`src/rtl/mc_control_fsm_pkg.sv`:
```
// Shared encodings for the multicycle control FSM: opcodes, functs, states and mux selects.
// The optional JAL instruction is enabled by defining MC_CONTROL_JAL_EN.
package mc_control_fsm_pkg;

   localparam logic [5:0] OP_RTYPE  = 6'd0;
   localparam logic [5:0] OP_J      = 6'd2;
   localparam logic [5:0] OP_JAL    = 6'd3;
   localparam logic [5:0] OP_LW     = 6'd4;
   localparam logic [5:0] OP_SW     = 6'd5;
   localparam logic [5:0] OP_BEQ    = 6'd6;

   localparam logic [5:0] FUNCT_ADD = 6'd0;
   localparam logic [5:0] FUNCT_MAX = 6'd4;

   typedef enum logic [3:0] {
      S_FETCH,
      S_DECODE,
      S_EXEC_R,
      S_WB_R,
      S_MEM_ADDR,
      S_MEM_RD,
      S_WB_MEM,
      S_MEM_WR,
      S_BRANCH,
      S_JUMP,
      S_TRAP
   } state_t;

   typedef enum logic [1:0] {PC_ALU    = 2'd0, PC_BRANCH = 2'd1, PC_JUMP = 2'd2} pc_src_t;
   typedef enum logic [1:0] {SRCB_RT   = 2'd0, SRCB_FOUR = 2'd1, SRCB_IMM = 2'd2} alu_src_b_t;
   typedef enum logic [1:0] {DST_RT    = 2'd0, DST_RD    = 2'd1, DST_R31  = 2'd2} reg_dst_t;
   typedef enum logic [1:0] {WB_ALU    = 2'd0, WB_MEM    = 2'd1, WB_PC    = 2'd2} wb_src_t;

   function automatic logic funct_supported(input logic [5:0] funct);
      return funct <= FUNCT_MAX;
   endfunction

endpackage

```
`src/rtl/mc_next_state.sv`:
```
// Combinational next-state logic for mc_control_fsm, driven by the latched opcode/funct.
// Opcode 3 (JAL) decodes to JUMP only when MC_CONTROL_JAL_EN is defined.
module mc_next_state
   import mc_control_fsm_pkg::*;
(
   input  logic [3:0] state,
   input  logic [5:0] opcode,
   input  logic [5:0] funct,
   input  logic       mem_ready,
   output logic [3:0] next_state
);

   state_t cur;
   state_t nxt;

   assign cur        = state_t'(state);
   assign next_state = nxt;

   // NOTE: the default assignment first keeps nxt driven on every path, so no latch is inferred.
   always_comb begin
      nxt = cur;
      case (cur)
         S_FETCH:    if (mem_ready) nxt = S_DECODE;
         S_DECODE: begin
            case (opcode)
               OP_RTYPE:     nxt = S_EXEC_R;
               OP_LW, OP_SW: nxt = S_MEM_ADDR;
               OP_BEQ:       nxt = S_BRANCH;
               OP_J:         nxt = S_JUMP;
`ifdef MC_CONTROL_JAL_EN
               OP_JAL:       nxt = S_JUMP;
`endif
               default:      nxt = S_TRAP;
            endcase
         end
         S_EXEC_R:   nxt = funct_supported(funct) ? S_WB_R : S_TRAP;
         S_MEM_ADDR: nxt = (opcode == OP_LW) ? S_MEM_RD : S_MEM_WR;
         S_MEM_RD:   if (mem_ready) nxt = S_WB_MEM;
         S_MEM_WR:   if (mem_ready) nxt = S_FETCH;
         S_WB_R, S_WB_MEM, S_BRANCH, S_JUMP: nxt = S_FETCH;
         S_TRAP:     nxt = S_TRAP;
         default:    nxt = S_TRAP;
      endcase
   end

endmodule

```
`src/rtl/mc_control_fsm.sv`:
```
// Multicycle control FSM: registered state, outputs decoded from the state plus mem_ready/zero_flag.
// Define MC_CONTROL_JAL_EN to support JAL (opcode 3); otherwise it traps.
module mc_control_fsm
   import mc_control_fsm_pkg::*;
#(
   parameter int WIDTH   = 32,
   parameter int REGSIZE = 32
) (
   input  logic             clk,
   input  logic             rst,
   input  logic [WIDTH-1:0] instr,
   input  logic             mem_ready,
   input  logic             zero_flag,
   output logic [5:0]       alu_opcode,
   output logic [5:0]       alu_funct,
   output logic             mem_read,
   output logic             mem_write,
   output logic             ir_write,
   output logic             pc_en,
   output logic [1:0]       pc_src,
   output logic             alu_src_a,
   output logic [1:0]       alu_src_b,
   output logic             reg_write,
   output logic [1:0]       reg_dst,
   output logic [1:0]       wb_src,
   output logic             illegal
);

   state_t     state_q;
   logic [3:0] next_state;
   logic [5:0] opcode_q;
   logic [5:0] funct_q;
   logic       unused_instr;

   if (WIDTH < 32 || REGSIZE < 1) begin : g_param_check
      $error("mc_control_fsm: WIDTH must be at least 32 and REGSIZE positive");
   end

   // Only the opcode and funct fields steer control; register fields go straight to the datapath.
   assign unused_instr = ^instr[25:6];

   mc_next_state u_next_state (
      .state      (state_q),
      .opcode     (opcode_q),
      .funct      (funct_q),
      .mem_ready  (mem_ready),
      .next_state (next_state)
   );

   // NOTE: non-blocking assignments so every register samples pre-edge values.
   always_ff @(posedge clk) begin
      if (rst) begin
         state_q  <= S_FETCH;
         opcode_q <= '0;
         funct_q  <= '0;
      end else begin
         state_q <= state_t'(next_state);
         if (ir_write) begin
            opcode_q <= instr[31:26];
            funct_q  <= instr[5:0];
         end
      end
   end

   always_comb begin
      alu_opcode = OP_RTYPE;
      alu_funct  = FUNCT_ADD;
      mem_read   = 1'b0;
      mem_write  = 1'b0;
      ir_write   = 1'b0;
      pc_en      = 1'b0;
      pc_src     = PC_ALU;
      alu_src_a  = 1'b0;
      alu_src_b  = SRCB_RT;
      reg_write  = 1'b0;
      reg_dst    = DST_RT;
      wb_src     = WB_ALU;
      illegal    = 1'b0;
      case (state_q)
         S_FETCH: begin
            mem_read  = 1'b1;
            alu_src_b = SRCB_FOUR;
            // A fetch completing while reset is held must not load IR or PC.
            if (mem_ready && !rst) begin
               ir_write = 1'b1;
               pc_en    = 1'b1;
            end
         end
         S_DECODE: alu_src_b = SRCB_IMM;
         S_EXEC_R: begin
            alu_funct = funct_q;
            alu_src_a = 1'b1;
         end
         S_WB_R: begin
            alu_funct = funct_q;
            alu_src_a = 1'b1;
            reg_write = 1'b1;
            reg_dst   = DST_RD;
         end
         S_MEM_ADDR, S_MEM_RD, S_MEM_WR: begin
            alu_opcode = opcode_q;
            alu_src_a  = 1'b1;
            alu_src_b  = SRCB_IMM;
            mem_read   = (state_q == S_MEM_RD);
            mem_write  = (state_q == S_MEM_WR);
         end
         S_WB_MEM: begin
            reg_write = 1'b1;
            wb_src    = WB_MEM;
         end
         S_BRANCH: begin
            alu_opcode = OP_BEQ;
            alu_src_a  = 1'b1;
            pc_src     = PC_BRANCH;
            pc_en      = zero_flag;
         end
         S_JUMP: begin
            pc_en  = 1'b1;
            pc_src = PC_JUMP;
`ifdef MC_CONTROL_JAL_EN
            if (opcode_q == OP_JAL) begin
               reg_write = 1'b1;
               reg_dst   = DST_R31;
               wb_src    = WB_PC;
            end
`endif
         end
         S_TRAP:  illegal = 1'b1;
         default: illegal = 1'b0;
      endcase
   end

endmodule
```
`config.mk`:
```
export PLATFORM = sky130hd
export DESIGN_NAME = mc_control_fsm
export DESIGN_NICKNAME = d
export VERILOG_FILES = /design/src/rtl/mc_control_fsm_pkg.sv /design/src/rtl/mc_next_state.sv /design/src/rtl/mc_control_fsm.sv
export SDC_FILE = /design/constraint.sdc
export NUM_CORES = 1
export LEC_CHECK = 0
export CORE_UTILIZATION = 37
export DETAILED_ROUTE_END_ITERATION = 12
export GPL_TIMING_DRIVEN = 0
export PLACE_DENSITY = 0.8
export SLEW_MARGIN = 20
export SYNTH_ARGS = -nofsm -noshare
export SYNTH_HDL_FRONTEND = slang
export SYNTH_SLANG_ARGS = --single-unit
```
`constraint.sdc`:
```
create_clock -name clk -period 1.9 [get_ports clk]
set_clock_uncertainty 0.15 [all_clocks]
set_input_delay 0.57 -clock clk [delete_from_list [all_inputs] [get_ports clk]]
set_output_delay 0.57 -clock clk [all_outputs]
set_load 0.05 [all_outputs]
```
Word level (Yosys, flattened, before mapping)
Index checks and enable logic that the tools add are counted.

Bits of input ports: 36. Output and inout port bits: 27. Flip-flop bits (word level): 16. Word-level logic and storage cells: 54.

Equal/unequal tests: 17. Mux-type cells: 21. Reductions and logical operators: 12. Magnitude comparators: 1.

Operators by type and width (number): $pmux 4 s7 (1); $eq 6x3->1 const B (3); $eq 4x3->1 const B (4); $mux 4 (4); $pmux 4 s4 (1); $eq 4x4->1 const B (3); $pmux 6 s2 (1); $eq 4x2->1 const B (2); $mux 1 (8); $pmux 2 s2 (2); $reduce_or 4->1 (2); $eq 6x2->1 const B (1); $le 6x3->1 const B (1); $logic_not 6->1 (1); $mux 6 (1); $ne 2x2->1 const B (3); $reduce_or 2->1 (3); $reduce_or 6->1 (1); $eq 4x1->1 const B (1); $logic_not 4->1 (1); $pmux 1 s3 (1); $reduce_and 3->1 (1); $reduce_or 3->1 (1); $mux 2 (1); other kinds (3) (3).

Depth between registers and ports, before layout
Gate-level depths: netlist of run 1.

Depth in word-level cells: 4. Depth in mapped cells: 5. Mapped depth without buffers: 4.

Cells and area by module
From an unflattened synthesis of run 1, not the netlist that was laid out.

Cell total of the unflattened synthesis: 122. Area total of the unflattened synthesis: 1121.1 µm².

Modules (own cells, without submodules): mc_control_fsm (area each 877.1 µm², instances 1, cells each 85, sequential area each 320.3 µm²); mc_next_state (area each 244.0 µm², instances 1, cells each 37, sequential area each 0.0 µm²).

Worst setup path after synthesis of run 1
Ideal clock, no wire load.

Path kind: input-to-output. From: input port mem_ready. To: output port pc_en. Path buffers: 1. Cell stages on the path: 4. Required time: 1180 ps. Slack: -934 ps. Arrival: 2114 ps. Cells stage by stage: clkbuf_1 > nand2_1 > nor2_1 > a211o_1.

Longest elaborated chain between the ends: 3.

RTL lines: from (decl) (line mc_control_fsm.sv:12) `input logic mem_ready,`; $logic_and 1x1->1 (line mc_control_fsm.sv:84) `if (mem_ready && !rst) begin`; $mux 1 (line mc_control_fsm.sv:84); $pmux 1 s3 (line mc_control_fsm.sv:79) `case (state_q)`; to (decl) (line mc_control_fsm.sv:19) `output logic pc_en,`.

Every way passes these cells.

Final worst setup path of run 1
From: register state_q[1]. To: output port pc_en.

Longest elaborated chain between the ends: 2. Elaborated cells on any way between the ends: 4. Classes of those cells: eq/ne (2); mux (1); reduce/logical (1).

RTL lines: from (decl) (line mc_control_fsm.sv:29) `state_t state_q;`; from (signal assigned) (line mc_control_fsm.sv:57) `state_q <= state_t'(next_state);`; $eq 4x4->1 or $logic_not 4->1 (tied branches) (line mc_control_fsm.sv:79); $pmux 1 s3 (*) (line mc_control_fsm.sv:79).

Every way passes the cells marked *; elsewhere a longest branch is shown, timed or not.

==> results of run 1 <==
synthesized netlist by cell type:
master / instances / area [sq um]
buf_1: 1 / 3.75
or2_1: 2 / 12.5
nand2b_1: 6 / 37.5
nor3b_2: 1 / 12.5
nor3_1: 4 / 20.0
o31ai_1: 1 / 7.51
a211oi_2: 1 / 12.5
inv_1: 1 / 3.75
or3_1: 1 / 6.26
nor3_2: 1 / 10.0
nor4_1: 1 / 6.26
a21o_1: 2 / 15.0
buf_2: 3 / 15.0
and2_1: 11 / 68.8
a221oi_1: 1 / 8.76
conb_1: 1 / 3.75
a31oi_1: 1 / 6.26
a311oi_2: 1 / 15.0
nand4b_1: 1 / 8.76
nor2_1: 11 / 41.3
nor4_4: 1 / 21.3
o21bai_1: 1 / 7.51
o21a_1: 1 / 7.51
buf_6: 1 / 11.3
or2_2: 1 / 6.26
nand2_1: 16 / 60.1
o311a_1: 1 / 10.0
a211o_1: 1 / 8.76
nor2b_1: 4 / 25.0
dfxtp_1: 16 / 320
o21ai_0: 5 / 25.0
buf_4: 4 / 30.0
a2bb2oi_1: 1 / 8.76
a211oi_1: 2 / 15.0
nand3_1: 12 / 60.1
clkbuf_1: 3 / 11.3
o221ai_1: 1 / 8.76
a21oi_1: 16 / 80.1
cell families after synthesis:
kind of cell,after synthesis
buffers and inverters,13
AND/OR/NAND/NOR,73
other,1
AO/OA/AOI/OAI,36
flip-flops,16
state kept, by name, summed over array words and instances (netlist names):
register,flops
opcode_q,6
state_q,4
funct_q,6
repair_timing:
item                       in CTS  in global routing
pin swaps                      15                 10
resized for setup             217                 18
setup buffers                  16                 10
hold buffers                    0                  0
hold endpoints to repair        0                  0
gates cloned                    1                  0
setup endpoints to repair      25                 25
worst max-delay path, stage by stage (launching register included):
cell and delay [ns]:
dfxtp_4 0.40, buf_4 0.19, nor3_4 0.06, buf_4 0.13, a211o_4 0.33, buf_8 0.15
cell type report:
type,count,area share (%)
Tap cell,30,1.85
Multi-Input combinational cell,111,40.1
Timing Repair Buffer,66,35.5
Inverter,1,0.185
Clock buffer,3,1.11
Buffer,11,4.69
Sequential cell,16,16.5
final timing paths:
| check | startpoint | end | depth (start not counted) |
|---|---|---|---|
| min reg2reg | funct_q[2] | funct_q[2] | 2 |
| min | funct_q[2] | funct_q[2] | 2 |
| max | state_q[1] | pc_en | 5 |
| max reg2reg | state_q[3] | state_q[3] | 6 |
per-stage QoR:
stage                     instance area, sq um  setup TNS (ns)  setup slack [ns]
after floorplan                           1150           -1.37            -0.251
after global placement                    1580          -17.87             -1.27
after detailed placement                  1580          -18.69             -1.27
after CTS                                 1900           -5.84            -0.344
final                                     2030           -6.25            -0.372
after global routing                      2030           -7.35            -0.416
power groups by stage:
| stage | registers (mW) | clock network, mW | logic (mW) |
|---|---|---|---|
| floorplan | 0.496 | 0 | 1.03 |
| global route | 0.533 | 0.197 | 2.07 |
| CTS | 0.520 | 0.181 | 1.77 |
| finish | 0.523 | 0.183 | 1.97 |
| global placement | 0.511 | 0 | 1.33 |
| detailed placement | 0.516 | 0 | 1.36 |
routing by layer:
layer / global-route usage, % / routed length (um) / vias up
met5: 0 / 0 / -
met4: 12.8 / 93 / 0
met3: 5.00 / 214 / 10
met2: 44.2 / 1870 / 65
met1: 28.3 / 1460 / 609
li1: - / - / 623
==> results.tsv, run 1 <==
metric	value	unit
synth_top_family_by_area	simple AND/OR/NAND/NOR gates	
syn_avg_cell_area	7.43	sq um
rsz0062_at_grt	true	
path_max_fanout	10	
core_area	2570	sq um
hpwl	2.30	mm
ys_ff_latch	16	
fin_util	78.9	%
wl	3.65	mm
tritoncts	built	
crit_required	1.18	ns
p_sw_share	45.8	%
critPathArrivalTime	1.55	ns
setup_viol	25	
numPortBuffers	39	
drt_iter0_drc	22	
path_class	register to output pin	
slew_viol_final	0	
p_clk_share	6.8	%
drt.antenna.violating_nets	0	
wire_per_inst	15.3	um
rows	18	
synth_xor_area_share	0	%
synthCells	139	
area_delta_synth_final	96.4	%
h-tree-depth	1	
grt_pass1_wl	5.34	mm
status	complete, but fails checks	
grt_max_degree	11	
clockBufferDepth	2	
yosys.area_share.simple	38.4	%
grt_overflow	0	
whs	0.325	ns
p_switching	1.23	mW
cellPowerDensity	1320	nW/um^2
p_int	1.45	mW
multiInputGateArea	813	sq um
synth.distinct_cells	38	
worstSetupStartpointType	register	
layout.cells.non_filler	238	
io-pin-count	63	
clock-sinks	16	
place.gp.congestion	0.871	
pwr-share-comb	73.7	%
start_util	40.2	%
die_y	54.8	um
p_seq_share	19.5	%
die_w	54.8	um
fillCellCount	167	
layout_commonest_cell	buf_4	
endpoint_kind	output pin	
failed_checks	negative setup slack	
fin_ws	-0.372	ns
drive_above_1_share	50.0	%
clk_latency	0.29	ns
path_clk_slew	0.09	ns
vias	1307	
ir_worst_vdd	0.00133	V
layout.area.seq	335	sq um
total_leakage_power	0.840	nW
dr.pass1.iters	5	
synthAdderAreaFrac	0	%
finalCritPeriodShare	120	%
drv_cap	0	
synthMuxAreaShare	0	%
dp_cells	209	
grt_util_all_layers	25.2	%
cts_root_buf	clkbuf_4	
final_nets	246	
hold_class	register to register	
yosysSeqAreaShare	31.0	%
hold_viol_final	0	
yosysWarnings	0	
antenna_found_initial	0	
rrSetupSlack	0.14	ns
grt_pass1_vias	1194	
min_period	2.27	ns
fmax	440	MHz
final_cell_mix	24 x buf_4, 23 x buf_8, 15 x a21oi_1, 14 x nand2_1, 13 x clkdlybuf4s50_1	
synth_compound_area_share	22.9	%
diodes	0	
syn_area	1030	sq um
finalPower	2.68	mW
via_per_inst	5.49	
die-area	3010	sq um
drc	0	
cts_buffers	3	
Note: power is estimated with default switching activity, not from simulation.
==> run 2: changes to the inputs <==
--- a/config.mk
+++ b/config.mk
@@ -5,6 +5,7 @@
 export SDC_FILE = /design/constraint.sdc
 export NUM_CORES = 1
 export LEC_CHECK = 0
+export CORE_ASPECT_RATIO = 1.4
 export CORE_UTILIZATION = 37
 export DETAILED_ROUTE_END_ITERATION = 12
 export GPL_TIMING_DRIVEN = 0
==> results.tsv, run 2 (same netlist as run 1, synthesis figures left out) <==
metric	value	unit	change
holdPathStages	2		unchanged
die-area	3010	sq um	about the same
clock-sinks	16		unchanged
wire_per_inst	14.7	um	-3.8%
fillCellCount	180		+7.8%
die_w	46.6	um	-15%
path_max_fanout	3		-7
die_y	64.5	um	+18%
ir_worst_vdd	0.00109	V	-18%
numPortBuffers	39		unchanged
grt_pass1_vias	1376		+15%
area_delta_synth_final	103	%	
drive_above_1_share	51.2	%	+1.2 points
worstSetupStartpointType	register		
endpoint_kind	output pin		
critPathArrivalTime	1.54	ns	about the same
hp-start	funct_q[4]		
tritoncts	built		
cellPowerDensity	1350	nW/um^2	+2.1%
total_leakage_power	0.862	nW	+2.6%
use_met2	47.4	%	+3.2 points
finalCritPeriodShare	119	%	-0.82 points
crit_required	1.18	ns	about the same
io-pin-count	63		unchanged
hpwl	2.28	mm	-0.73%
clk_latency	0.30	ns	about the same
dr.pass1.iters	5		unchanged
r2r-start	state_q[0]		
grt-busiest-layer	met2		
hold_class	register to register		
status	complete, but fails checks		
fin_ws	-0.356	ns	+0.0155 ns
path_class	register to output pin		
min_period	2.26	ns	-0.0155 ns
wl	3.64	mm	-0.19%
vias	1292		-1.1%
failed_checks	negative setup slack		
rrSetupSlack	0.08	ns	-0.06 ns
setup_viol	25		unchanged
grt_util_all_layers	26.7	%	+1.5 points
h-tree-depth	1		unchanged
place_area	1590	sq um	+0.48%
drt.antenna.violating_nets	0		unchanged
layout.cells.non_filler	247		+3.8%
cts_root_buf	clkbuf_4		
core_area	2640	sq um	+2.9%
drc	0		unchanged
drv_cap	0		unchanged
via_per_inst	5.23		-4.7%
start_util	39.1	%	-1.1 points
hold_viol_final	0		unchanged
antenna_found_initial	0		unchanged
layout_commonest_cell	buf_4		
layout.area.seq	335	sq um	unchanged
grt_pass1_wl	6.00	mm	+12%
dp_cells	215		+2.9%
cts_buffers	3		unchanged
path_clk_slew	0.10	ns	about the same
finalPower	2.83	mW	+5.5%
final_area	2090	sq um	+3.3%
whs_endpoint	funct_q[4]		
place.gp.congestion	0.833		-4.4%
rr_worst_depth	10		+4
slew_viol_final	0		unchanged
final_cell_mix	26 x buf_4, 22 x buf_8, 15 x a21oi_1, 14 x nand2_1, 13 x clkdlybuf4s50_1		
rsz0062_at_grt	true		
multiInputGateArea	833	sq um	+2.5%
grt_max_degree	11		unchanged
met3_usage	2.79	%	-2.2 points
drt_iter0_drc	27		+23%
clockBufferDepth	2		unchanged
diodes	0		unchanged
reg.largest.list	funct_q: 6 flops, opcode_q: 6 flops, state_q: 4 flops		
final_nets	248		+0.81%
grt_overflow	0		unchanged
fmax	443	MHz	+0.69%
post-place-ws	-1.29	ns	-0.0183 ns
use_met1	28.6	%	+0.26 points
rows	22		+4
r2r-end	funct_q[0]		
## run 2: through the flow
stage	hold WS [ns]	util (%)	TNS [ns]
floorplan	0.291	-	-1.37
global placement	0.308	60.0	-17.92
detailed placement	0.316	60.0	-19.00
CTS	0.335	74.0	-5.43
global route	0.354	79.2	-7.57
finish	0.336	79.2	-6.37
## run 2: layout make-up
cell class              instances  share of cell area, %
plain buffers                  11                   4.72
flip-flops and latches         16                   16.0
clock buffers                   4                   1.73
inverters                       1                  0.179
multi-input cells             111                   39.8
well taps                      36                   2.15
repair buffers                 68                   35.4
## run 2: critical path: stages (launching register included)
cell,delay (ns)
dfxtp_4,0.38
nor4_4,0.25
buf_4,0.17
nand2_4,0.05
nor2_4,0.13
a211o_4,0.12
buf_8,0.13
## run 2: worst max-delay path by stage
stage / slack [ns] / end / startpoint / cells past startpoint
floorplan: -0.25 / alu_src_a / state_q[2] / 3
global placement: -1.26 / pc_en / mem_ready / 6
detailed placement: -1.29 / pc_en / mem_ready / 6
CTS: -0.36 / pc_en / state_q[1] / 6
global route: -0.40 / pc_en / state_q[0] / 6
finish: -0.36 / pc_en / state_q[0] / 6
## run 2: repair_timing
item / in CTS / in global routing
buffers inserted: 17 / 13
hold buffers: 0 / 0
gates resized for setup: 225 / 14
setup endpoints to repair: 25 / 25
pin swaps: 18 / 13
## run 2: routing by layer
metal  share of wire, %  up-vias
met4                3.0        0
met2                 60       42
li1                   -      625
met3                3.1       13
met5                  0        -
met1                 34      612
## run 2: report_power, final
| part | total, mW | switching [mW] | internal [mW] |
|---|---|---|---|
| sequential | 0.529 | 0.108 | 0.421 |
| combinational | 2.07 | 1.03 | 1.04 |
| clock | 0.228 | 0.111 | 0.117 |
| total | 2.83 | 1.25 | 1.57 |
==> run 3: changes to the inputs <==
--- a/config.mk
+++ b/config.mk
@@ -9,6 +9,7 @@
 export CORE_UTILIZATION = 37
 export DETAILED_ROUTE_END_ITERATION = 12
 export GPL_TIMING_DRIVEN = 0
+export MAX_ROUTING_LAYER = met4
 export PLACE_DENSITY = 0.8
 export SLEW_MARGIN = 20
 export SYNTH_ARGS = -nofsm -noshare
==> results.tsv, run 3 (same netlist as run 1, synthesis figures left out) <==
metric	value	unit	change
start_util	39.1	%	unchanged
final_area	2090	sq um	unchanged
drc	0		unchanged
finalPower	2.83	mW	+0.10%
grt_overflow	0		unchanged
ir_worst_vdd	0.00109	V	about the same
hold_class	register to register		
hold_viol_final	0		unchanged
grt_pass1_wl	5.98	mm	-0.35%
rsz0062_at_grt	true		
drt_iter0_drc	34		+26%
via_per_inst	5.26		+0.54%
core_area	2640	sq um	unchanged
drt.antenna.violating_nets	0		unchanged
fin_util	79.2	%	unchanged
fmax	443	MHz	about the same
grt_pass1_vias	1378		+0.15%
rows	22		unchanged
critPathArrivalTime	1.54	ns	about the same
path_class	register to output pin		
slew_viol_final	0		unchanged
clockBufferDepth	2		unchanged
numPortBuffers	39		unchanged
grt_max_degree	11		unchanged
wire_per_inst	14.8	um	+0.36%
failed_checks	negative setup slack		
diodes	0		unchanged
endpoint_kind	output pin		
die-area	3010	sq um	unchanged
final_cell_mix	26 x buf_4, 22 x buf_8, 15 x a21oi_1, 14 x nand2_1, 13 x clkdlybuf4s50_1		
path_clk_slew	0.10	ns	about the same
clk_latency	0.30	ns	about the same
drive_above_1_share	51.2	%	unchanged
tritoncts	built		
fillCellCount	180		unchanged
layout_commonest_cell	buf_4		
io-pin-count	63		unchanged
area_delta_synth_final	103	%	unchanged
crit_required	1.18	ns	about the same
wl	3.65	mm	+0.36%
clock-sinks	16		unchanged
cellPowerDensity	1350	nW/um^2	+0.10%
finalSetupTns	-6.36	ns	+0.00532 ns
place.gp.congestion	0.846		+1.5%
status	complete, but fails checks		
dr.pass1.iters	5		unchanged
cts_root_buf	clkbuf_4		
grt_util_all_layers	27.3	%	+0.61 points
min_period	2.26	ns	+0.00115 ns
vias	1299		+0.54%
drv_cap	0		unchanged
die_w	46.6	um	unchanged
total_leakage_power	0.862	nW	unchanged
setup_viol	25		unchanged
cts_buffers	3		unchanged
final_nets	248		unchanged
die_y	64.5	um	unchanged
hpwl	2.28	mm	unchanged
finalCritPeriodShare	119	%	about the same
path_max_fanout	3		unchanged
place_area	1590	sq um	unchanged
h-tree-depth	1		unchanged
antenna_found_initial	0		unchanged
worstSetupStartpointType	register		
holdBufCountCts	0		unchanged
fin_ws	-0.358	ns	-0.00115 ns
reg.largest.list	funct_q: 6 flops, opcode_q: 6 flops, state_q: 4 flops		
## run 3: cell counts in the layout (fill, tap and decap cells not counted)
Identical to the previous run, type by type.
## run 3: timing repair
action / CTS / global route
buffers inserted: 17 / 13
pin swaps: 18 / 13
endpoints found under the setup margin: 25 / 25
gates resized for setup: 225 / 14
gates cloned: 0 / 0
## run 3: path summary, 6_finish.rpt
| check | depth (start not counted) | startpoint | end | slack, ns |
|---|---|---|---|---|
| worst max-delay path | 6 | state_q[0] | pc_en | -0.36 |
| worst min-delay path | 2 | funct_q[4] | funct_q[4] | 0.34 |
| worst max register to register | 10 | state_q[0] | funct_q[0] | 0.08 |
| worst min register to register | 2 | funct_q[4] | funct_q[4] | 0.34 |
## run 3: worst max-delay path: stages, from the launching register on
cell and delay, ns:
dfxtp_4 0.38, nor4_4 0.25, buf_4 0.17, nand2_4 0.05
nor2_4 0.13, a211o_4 0.12, buf_8 0.13
## run 3: routing by layer
layer / vias up / wire [um] / GRT usage [%]
met5: - / 0 / -
met4: 0 / 108 / 15.0
met3: 13 / 130 / 2.79
met2: 50 / 2170 / 47.6
met1: 609 / 1240 / 28.2
li1: 627 / - / -
## run 3: power breakdown
| group | internal [mW] | switching, mW | total, mW |
|---|---|---|---|
| combinational | 1.04 | 1.04 | 2.07 |
| sequential | 0.421 | 0.108 | 0.529 |
| clock | 0.117 | 0.112 | 0.229 |
## run 3: per-stage QoR
stage | worst slack [ns] | cells | hold slack, ns
finish | -0.358 | 247 | 0.335
global route | -0.397 | 247 | 0.353
CTS | -0.359 | 236 | 0.335
detailed placement | -1.29 | 215 | 0.316
global placement | -1.26 | 215 | 0.308
floorplan | -0.251 | 140 | 0.291
## run 3: cell type report
cell class	count	area [sq um]	share of cell area, %
Sequential cell	16	335	16.0
Inverter	1	3.75	0.179
Clock buffer	4	36.3	1.73
Multi-Input combinational cell	111	833	39.8
Buffer	11	98.8	4.72
Timing Repair Buffer	68	741	35.4
Tap cell	36	45.0	2.15
